## src/rtl/riscv_regfile_sb.sv

```systemverilog
// riscv_regfile_sb: parametrised RV32I/RV32E integer register file with
// write-to-read bypass and a per-register busy scoreboard that flags
// operands whose producer has issued but not yet written back.
module riscv_regfile_sb #(
    parameter int XLEN   = 32,
    parameter int NREG   = 32,
    parameter int NRP    = 2,
    parameter int BYPASS = 1,
    localparam int AW    = $clog2(NREG),
    localparam int CW    = $clog2(NREG + 1)
) (
    input  logic                i_clk,
    input  logic                i_rst,
    input  logic [NRP*AW-1:0]   i_regfile_rs_addr,
    input  logic [NRP-1:0]      i_regfile_rs_en,
    output logic [NRP*XLEN-1:0] o_regfile_rs_data,
    output logic [NRP-1:0]      o_regfile_rs_busy,
    output logic                o_regfile_stall,
    input  logic [AW-1:0]       i_regfile_rd_addr,
    input  logic [XLEN-1:0]     i_regfile_rd_data,
    input  logic                i_regfile_rd_wen,
    input  logic [AW-1:0]       i_regfile_issue_addr,
    input  logic                i_regfile_issue_en,
    output logic [CW-1:0]       o_regfile_busy_cnt
);

    logic [XLEN-1:0] regs [NREG];
    logic [NREG-1:0] busy;
    logic [NREG-1:0] busy_next;
    logic [CW-1:0]   cnt_next;
    logic            write_ok;
    logic            issue_ok;

    // x0 is hardwired, so writes and issues aimed at it never take effect
    assign write_ok = i_regfile_rd_wen && (i_regfile_rd_addr != '0);
    assign issue_ok = i_regfile_issue_en && (i_regfile_issue_addr != '0);

    // Register storage: cleared on reset, one-cycle write latency
    always_ff @(posedge i_clk) begin
        if (i_rst) begin
            for (int i = 0; i < NREG; i++) begin
                regs[i] <= '0;
            end
        end else if (write_ok) begin
            regs[i_regfile_rd_addr] <= i_regfile_rd_data;
        end
    end

    // Next busy vector: writeback clears, issue sets afterwards so a newer producer wins
    always_comb begin
        busy_next = busy;
        if (i_regfile_rd_wen) begin
            busy_next[i_regfile_rd_addr] = 1'b0;
        end
        if (issue_ok) begin
            busy_next[i_regfile_issue_addr] = 1'b1;
        end
        busy_next[0] = 1'b0;
    end

    // Population count of the post-edge busy vector; x0 is never busy so it is skipped
    always_comb begin
        cnt_next = '0;
        for (int i = 1; i < NREG; i++) begin
            cnt_next = cnt_next + CW'(busy_next[i]);
        end
    end

    // Scoreboard state and its registered busy count
    always_ff @(posedge i_clk) begin
        if (i_rst) begin
            busy               <= '0;
            o_regfile_busy_cnt <= '0;
        end else begin
            busy               <= busy_next;
            o_regfile_busy_cnt <= cnt_next;
        end
    end

    // Per-port combinational read with optional same-cycle forwarding of the writeback
    for (genvar k = 0; k < NRP; k++) begin : g_port
        logic [AW-1:0] addr;
        logic          bypass_hit;

        assign addr       = i_regfile_rs_addr[k*AW +: AW];
        assign bypass_hit = (BYPASS != 0) && i_regfile_rd_wen && (i_regfile_rd_addr == addr);

        assign o_regfile_rs_data[k*XLEN +: XLEN] = (addr == '0) ? '0 :
                                                   bypass_hit   ? i_regfile_rd_data :
                                                                  regs[addr];
        assign o_regfile_rs_busy[k] = busy[addr] & ~bypass_hit;
    end

    // Stall only when a port actually uses a pending operand
    assign o_regfile_stall = |(i_regfile_rs_en & o_regfile_rs_busy);

endmodule
```

## config.mk

```make
export PLATFORM = sky130hd
export DESIGN_NAME = riscv_regfile_sb
export DESIGN_NICKNAME = d
export VERILOG_FILES = /design/src/rtl/riscv_regfile_sb.sv
export SDC_FILE = /design/constraint.sdc
export NUM_CORES = 2
export LEC_CHECK = 0
export BUFFER_PORTS_ARGS = -buffer_cell sky130_fd_sc_hd__buf_2
export CORE_ASPECT_RATIO = 1.1
export CORE_UTILIZATION = 40
export CTS_CLUSTER_DIAMETER = 120
export CTS_CLUSTER_SIZE = 28
export DETAILED_ROUTE_END_ITERATION = 7
export SYNTH_ARGS = -nofsm -noshare
export SYNTH_HDL_FRONTEND = slang
export SYNTH_SLANG_ARGS = --single-unit
```

## constraint.sdc

```tcl
create_clock -name i_clk -period 8.3 [get_ports i_clk]
set_input_delay 0.415 -clock i_clk [delete_from_list [all_inputs] [get_ports i_clk]]
set_output_delay 0.415 -clock i_clk [all_outputs]
set_load 0.1 [all_outputs]
```

Word level (Yosys, flattened, before mapping)
Memories as Yosys holds them, arrays and structs flattened.
Index checks and enable logic that the tools add are counted.
{"block": "totals", "in_bits": 58, "word_cells": 84, "n_memories": 1, "register_bits": 38, "out_inout_bits": 73, "ramBits": 1024}
{"block": "classes", "muxes": 22, "n_addsub": 30, "n_bitwise": 8, "reduce_logical": 12, "order_cmp": 6, "eq_ne": 2}
{"name": "regs", "depth": 32, "width": 32, "rd": 2, "rd_clocked_by_memory_dff": 0, "wr": 32, "line_no": "27", "text": "logic [XLEN-1:0] regs [NREG];"}
{"op": "32-bit 2-to-1 mux", "n": 7}
{"op": "6-bit by 1-bit adder with 6-bit output", "n": 25}
{"op": "32-bit bitwise AND", "n": 1}
{"op": "32-bit inverter", "n": 1}
{"op": "32-bit OR", "n": 1}
{"op": "32-bit OR reduction", "n": 1}
{"op": "5-bit by 6-bit less-than comparator with 1-bit output (second input constant)", "n": 4}
{"op": "1-bit binary-select mux with 5-bit select", "n": 2}
{"op": "1-bit demux with 5-bit select", "n": 2}
{"op": "5-bit == test", "n": 2}
{"op": "5-bit by 1-bit greater-or-equal comparator with 1-bit output (second input constant)", "n": 2}
{"op": "5-bit logical NOT", "n": 2}
{"op": "1-bit 2-to-1 mux", "n": 10}
{"op": "5-bit nonzero test", "n": 2}
{"op": "5-bit by 1-bit adder with 6-bit output", "n": 1}
{"op": "1-bit logical AND", "n": 6}
{"op": "4-bit by 1-bit adder with 5-bit output", "n": 1}
{"op": "5-bit 2-to-1 mux", "n": 1}
{"op": "3-bit by 1-bit adder with 4-bit output", "n": 1}
{"op": "2-bit by 1-bit adder with 3-bit output", "n": 1}
{"op": "1-bit by 1-bit adder with 2-bit output", "n": 1}
{"op": "1-bit bitwise AND", "n": 2}
{"op": "2-bit bitwise AND", "n": 1}
{"op": "1-bit inverter", "n": 2}
{"op": "2-bit OR reduction", "n": 1}

Depth between registers and ports, before layout
{"block": "logic_depth", "ltp_word": 39, "mapped_depth": 23, "depth_no_buf": 21}

Worst setup path after synthesis
Ideal clock, no wire load.
{"block": "synth_timing", "kind": "input -> register", "startpoint": "in i_regfile_rd_addr[0]", "endpoint": "reg o_regfile_busy_cnt[4]", "setup_ps": 128, "setup_slack_ps": 2286, "arrival_time_ps": 5887, "path_stages": 19, "path_cell_list": "buf_2 nor2b_1 nor2b_1 nand2_1 a22o_1 fa_1 inv_1 fa_1 fa_1 inv_1 fa_1 fa_1 fa_1 fa_1 fa_1 a21o_1 a21oi_1 xor2_1 nor2_1"}
{"block": "synth_between", "elab_cells_between_ends": 40, "cone_classes": "30 x add/sub; 2 x order compare; 4 x mux; 3 x bitwise; 1 x reduce/logical"}
{"element": "start: declaration", "line_no": "19", "text": "input logic [AW-1:0] i_regfile_rd_addr,"}
{"element": "5-bit by 6-bit less-than comparator with 1-bit output (implied by the code) or 5-bit by 1-bit greater-or-equal comparator with 1-bit output (tied branches)", "line_no": "53", "text": "busy_next[i_regfile_rd_addr] = 1'b0;"}
{"element": "1-bit logical AND (implied by the code)", "line_no": "53"}
{"element": "1-bit 2-to-1 mux (implied by the code)", "line_no": "53"}
{"element": "1-bit demux with 5-bit select (*)", "line_no": "53"}
{"element": "32-bit inverter (no source line) (*)"}
{"element": "32-bit bitwise AND (no source line) (*)"}
{"element": "32-bit 2-to-1 mux (*)", "line_no": "52", "text": "if (i_regfile_rd_wen) begin"}
{"element": "32-bit OR (no source line)"}
{"element": "32-bit 2-to-1 mux (*)", "line_no": "55", "text": "if (issue_ok) begin"}
{"element": "via busy_next[8]", "line_no": "29", "text": "logic [NREG-1:0] busy_next;"}
{"element": "6-bit by 1-bit adder with 6-bit output (*) (24 in series)", "line_no": "65", "text": "cnt_next = cnt_next + CW'(busy_next[i]);"}
{"element": "end signal: assignment", "line_no": "76", "text": "o_regfile_busy_cnt <= cnt_next;"}
{"element": "end: declaration", "line_no": "24", "text": "output logic [CW-1:0] o_regfile_busy_cnt"}
Mark *: on every way through the listed nets, which the timed path passes. The rest lies on a longest branch.
A chain may end at the register's enable or synchronous reset.

Worst setup path in the final report
Same ends and word-level chain as after synthesis.

==> qor.txt <==
crit end category: flip-flop
die height: 404 µm
complex-gate fraction of the synthesized area: 0.0594
WL met1: 80800 µm
TritonCTS clock tree: built
largest net degree at the start of global routing: 115
worst-path fanout max: 7
Synth area leader: edfxtp_1
initial antenna violation count: 32
Post-synth EDFFs: 1024
Initial DRC Count: 6638
reg-to-reg critical path startpoint: busy[26]$_SDFF_PP0_
Layout Area Growth over Synthesis: 5.95%
min cycle time layout: 5.87 ns
H-tree lvl count: 2
wire length on met3: 25600 µm
design area: 62100 µm²
Reg power frac: 0.565
post-CTS setup buffers: 0
Top delay family on crit path: adder cells
total track usage: 0.299
simple-gate area share of the yosys netlist: 0.145
Critical Path, Cell by Cell: buf_2, nor2b_1, nor2b_1, nand2_1, a22o_1, fa_1, inv_1, fa_1, fa_1, inv_1, fa_1, fa_1, fa_1, fa_1, fa_1, a21o_1, a21oi_1, xor2_1, nor2_1
share of synthesized flip-flops with an asynchronous set or reset: 0
xor/xnor share of the synthesized area: 0.00211
CP peak stage delay: 0.56 ns
Tightest Pin Transition: 1.26 ns
most used cell, CP: fa_1
die width: 367 µm
Clk pin slew, worst setup/hold paths: 0.11 ns
CTS root buffer: clkbuf_16
WS Path Type: in2reg
via count: 39500
status: complete, no violations
post-synthesis adder-cell area fraction: 0.00935
hold crit path type: in2reg
vias per inst: 6.61
multi-input logic area: 25200 µm²
clock power share: 0.243
Comb pwr share: 0.193
register area share after synthesis: 0.537
Synth top area share: 0.524
peak supply drop: 0.136 mV
post-synthesis mux area share: 0.207
Setup WS pre-CTS: 1.80 ns
DR DRC count: 0
Layout Nets: 4119
Synth Area per Inst: 14.2 µm²
Hold Fails Final Rpt: 0
layout cells sized above 1: 0.211
startpoint types: input port
hold_sp: i_regfile_issue_addr[4]
worst reg2reg path depth: 14
Worst Setup SP: i_regfile_rd_addr[0]
WL per Instance: 37.6 µm
hold depth: 4
register area: 31500 µm²
global-route wire length before repair: 308000 µm
Placeable Area: 145000 µm²
slowest stage cell, crit path: fa_1
setup TNS: 0 ns
number of cell rows: 146
setup ws final: 2.43 ns
Int Pwr: 7800 µW
Register-to-Register Setup Slack: 2.87 ns
worst-skew pair later-pin latency: 0.67 ns
final setup fails: 0
Worst EP required: 8.82 ns
# resized after CTS: 0
Critical Path AT: 6.40 ns
P_leak: 0.0213 µW
Post-DP HPWL: 133000 µm
Clock Sinks: 1061
Total Wirelength: 224000 µm
DRT Pass-1 Iters: 6
Synth Cell Area: 58600 µm²
sw power: 3340 µW
DR top layer: met5
count of input and output buffers: 130
Yosys reg bits: 1061
area of the die: 148000 µm²
initial core utilization: 0.405
gr ovfl total: 0
placed cell areas: 60900 µm²
Clock Path Buffers: 3
ys flop type: edfxtp_1
Synth Warn #: 0
Crit Reg-Reg Endpoint: o_regfile_busy_cnt[4]$_SDFF_PP0_
Fmax achieved: 0.170 GHz
vias in the first global route: 38200
Max Cap Viol: 0
Routed Antenna Nets: 0
Fillers: 13000
RSZ-0062 raised after global routing: false
worst hold path endpoint: busy[3]$_SDFF_PP0_
Synth area leaders: edfxtp_1, mux4_2, and2_1
Layout Skew: 0.00667 ns
relative slew slack: 0.162
largest family of logic cells by synthesized area: multiplexers
Slew Limit Fails: 0
Switching Share: 0.300
Power Dens Cells: 179 nW/µm²
Num CTS Buffers: 43
hold_buf cts: 0
met2 routed wirelength: 104000 µm
Mapped Cells: 4123
Final Cycle Share: 0.708
placer congestion estimate: 0.910
Worst Path Buf+Inv: 3
IO Pins: 131
Yosys cell types: 80
==> flip-flops by register name, indices dropped and copies added, names as in the netlist <==
signal and cells:
o_regfile_busy_cnt 6, regs 1024, busy 31
==> power by group through the flow <==
| stage | clock (µW) | combinational, µW | sequential (µW) |
|---|---|---|---|
| after global placement | 0 | 2100 | 6390 |
| after detailed placement | 0 | 2110 | 6400 |
| after CTS | 2710 | 2120 | 6280 |
| after global routing | 2860 | 2200 | 6320 |
| final | 2700 | 2150 | 6290 |
| after floorplan | 0 | 1440 | 6370 |
==> worst min-delay path: cells and delay by family <==
family | cells | cell delay [ns]
buf+inv | 1 | 0.16
compound gates | 1 | 0.06
simple gates | 2 | 0.18
==> worst max path at each step <==
stage / cells after the start / slack [ns] / endpoint
2_1_floorplan: 19 / 2.29 / o_regfile_busy_cnt[4]$_SDFF_PP0_
3_3_place_gp: 19 / 1.84 / o_regfile_busy_cnt[4]$_SDFF_PP0_
3_5_place_dp: 18 / 1.80 / o_regfile_busy_cnt[4]$_SDFF_PP0_
4_1_cts: 19 / 2.46 / o_regfile_busy_cnt[4]$_SDFF_PP0_
5_1_grt: 18 / 2.15 / o_regfile_busy_cnt[4]$_SDFF_PP0_
6_report: 19 / 2.43 / o_regfile_busy_cnt[4]$_SDFF_PP0_
==> area by class of cell <==
class / count / area share
Clock buffer: 52 / 0.0186
Timing Repair Buffer: 257 / 0.0275
Tap cell: 1924 / 0.0388
Sequential cell: 1061 / 0.507
Inverter: 30 / 0.00185
Clock inverter: 1 / 0.0000604
Multi-Input combinational cell: 2638 / 0.406
Antenna cell: 11 / 0.000443
==> cells in the mapped netlist (7+ instances only) <==
cell type / count
mux4_2: 435
a21oi_1: 28
mux4_1: 10
fa_1: 23
edfxtp_1: 1024
a32o_1: 7
a31oi_1: 21
ha_1: 7
or2_2: 37
nand4_1: 10
nand2b_1: 18
buf_6: 37
nor3_1: 27
or2_0: 8
xnor2_1: 10
clkbuf_1: 276
buf_12: 9
nand3_1: 51
a211oi_1: 36
nand2_1: 117
buf_4: 19
mux2i_1: 194
a221o_1: 12
nor2b_1: 30
dfxtp_1: 37
a22oi_1: 75
nor2_1: 94
o21ai_1: 8
o31a_1: 7
inv_1: 29
a22o_1: 40
a221oi_1: 41
buf_2: 70
o22ai_1: 57
and2_1: 1010
o21ai_0: 60
mux2_2: 11
o211ai_1: 30
==> metal layers <==
metal,global-route usage,vias up
li1,-,15500
met5,0,-
met4,0.157,24
met3,0.0624,700
met1,0.383,20300
met2,0.476,2981
==> per-stage QoR <==
step	total power (µW)	hold WS, ns	utilization	cells
after floorplan	7810	0.494	-	4154
after global placement	8490	0.533	0.421	5910
after detailed placement	8520	0.538	0.421	5910
after CTS	11100	0.162	0.429	5963
after global routing	11400	0.216	0.429	5967
final	11100	0.202	0.429	5974
==> layout by cell type, fill, tap and decap left out, types with 40 or more instances in the layout <==
master	n
a22o_1	40
clkbuf_16	45
nand3_1	51
o21ai_0	60
edfxtp_1	1024
and2_1	1009
nor2_1	59
a221oi_1	41
a22oi_1	75
mux2i_1	194
buf_4	129
nand2_1	117
mux4_2	435
o22ai_1	57
buf_2	120
==> logic make-up (layout without fill, tap and decap cells) <==
family | Yosys count | after routing
flip-flops | 1061 | 1061
AO/OA/AOI/OAI | 471 | 471
adder cells (fa/ha/maj) | 30 | 30
AND/OR/NAND/NOR | 1442 | 1442
XOR/XNOR | 12 | 12
buffers and inverters | 455 | 340
other | 1 | 43
multiplexers | 651 | 651
Note: power is estimated with default switching activity, not from simulation.
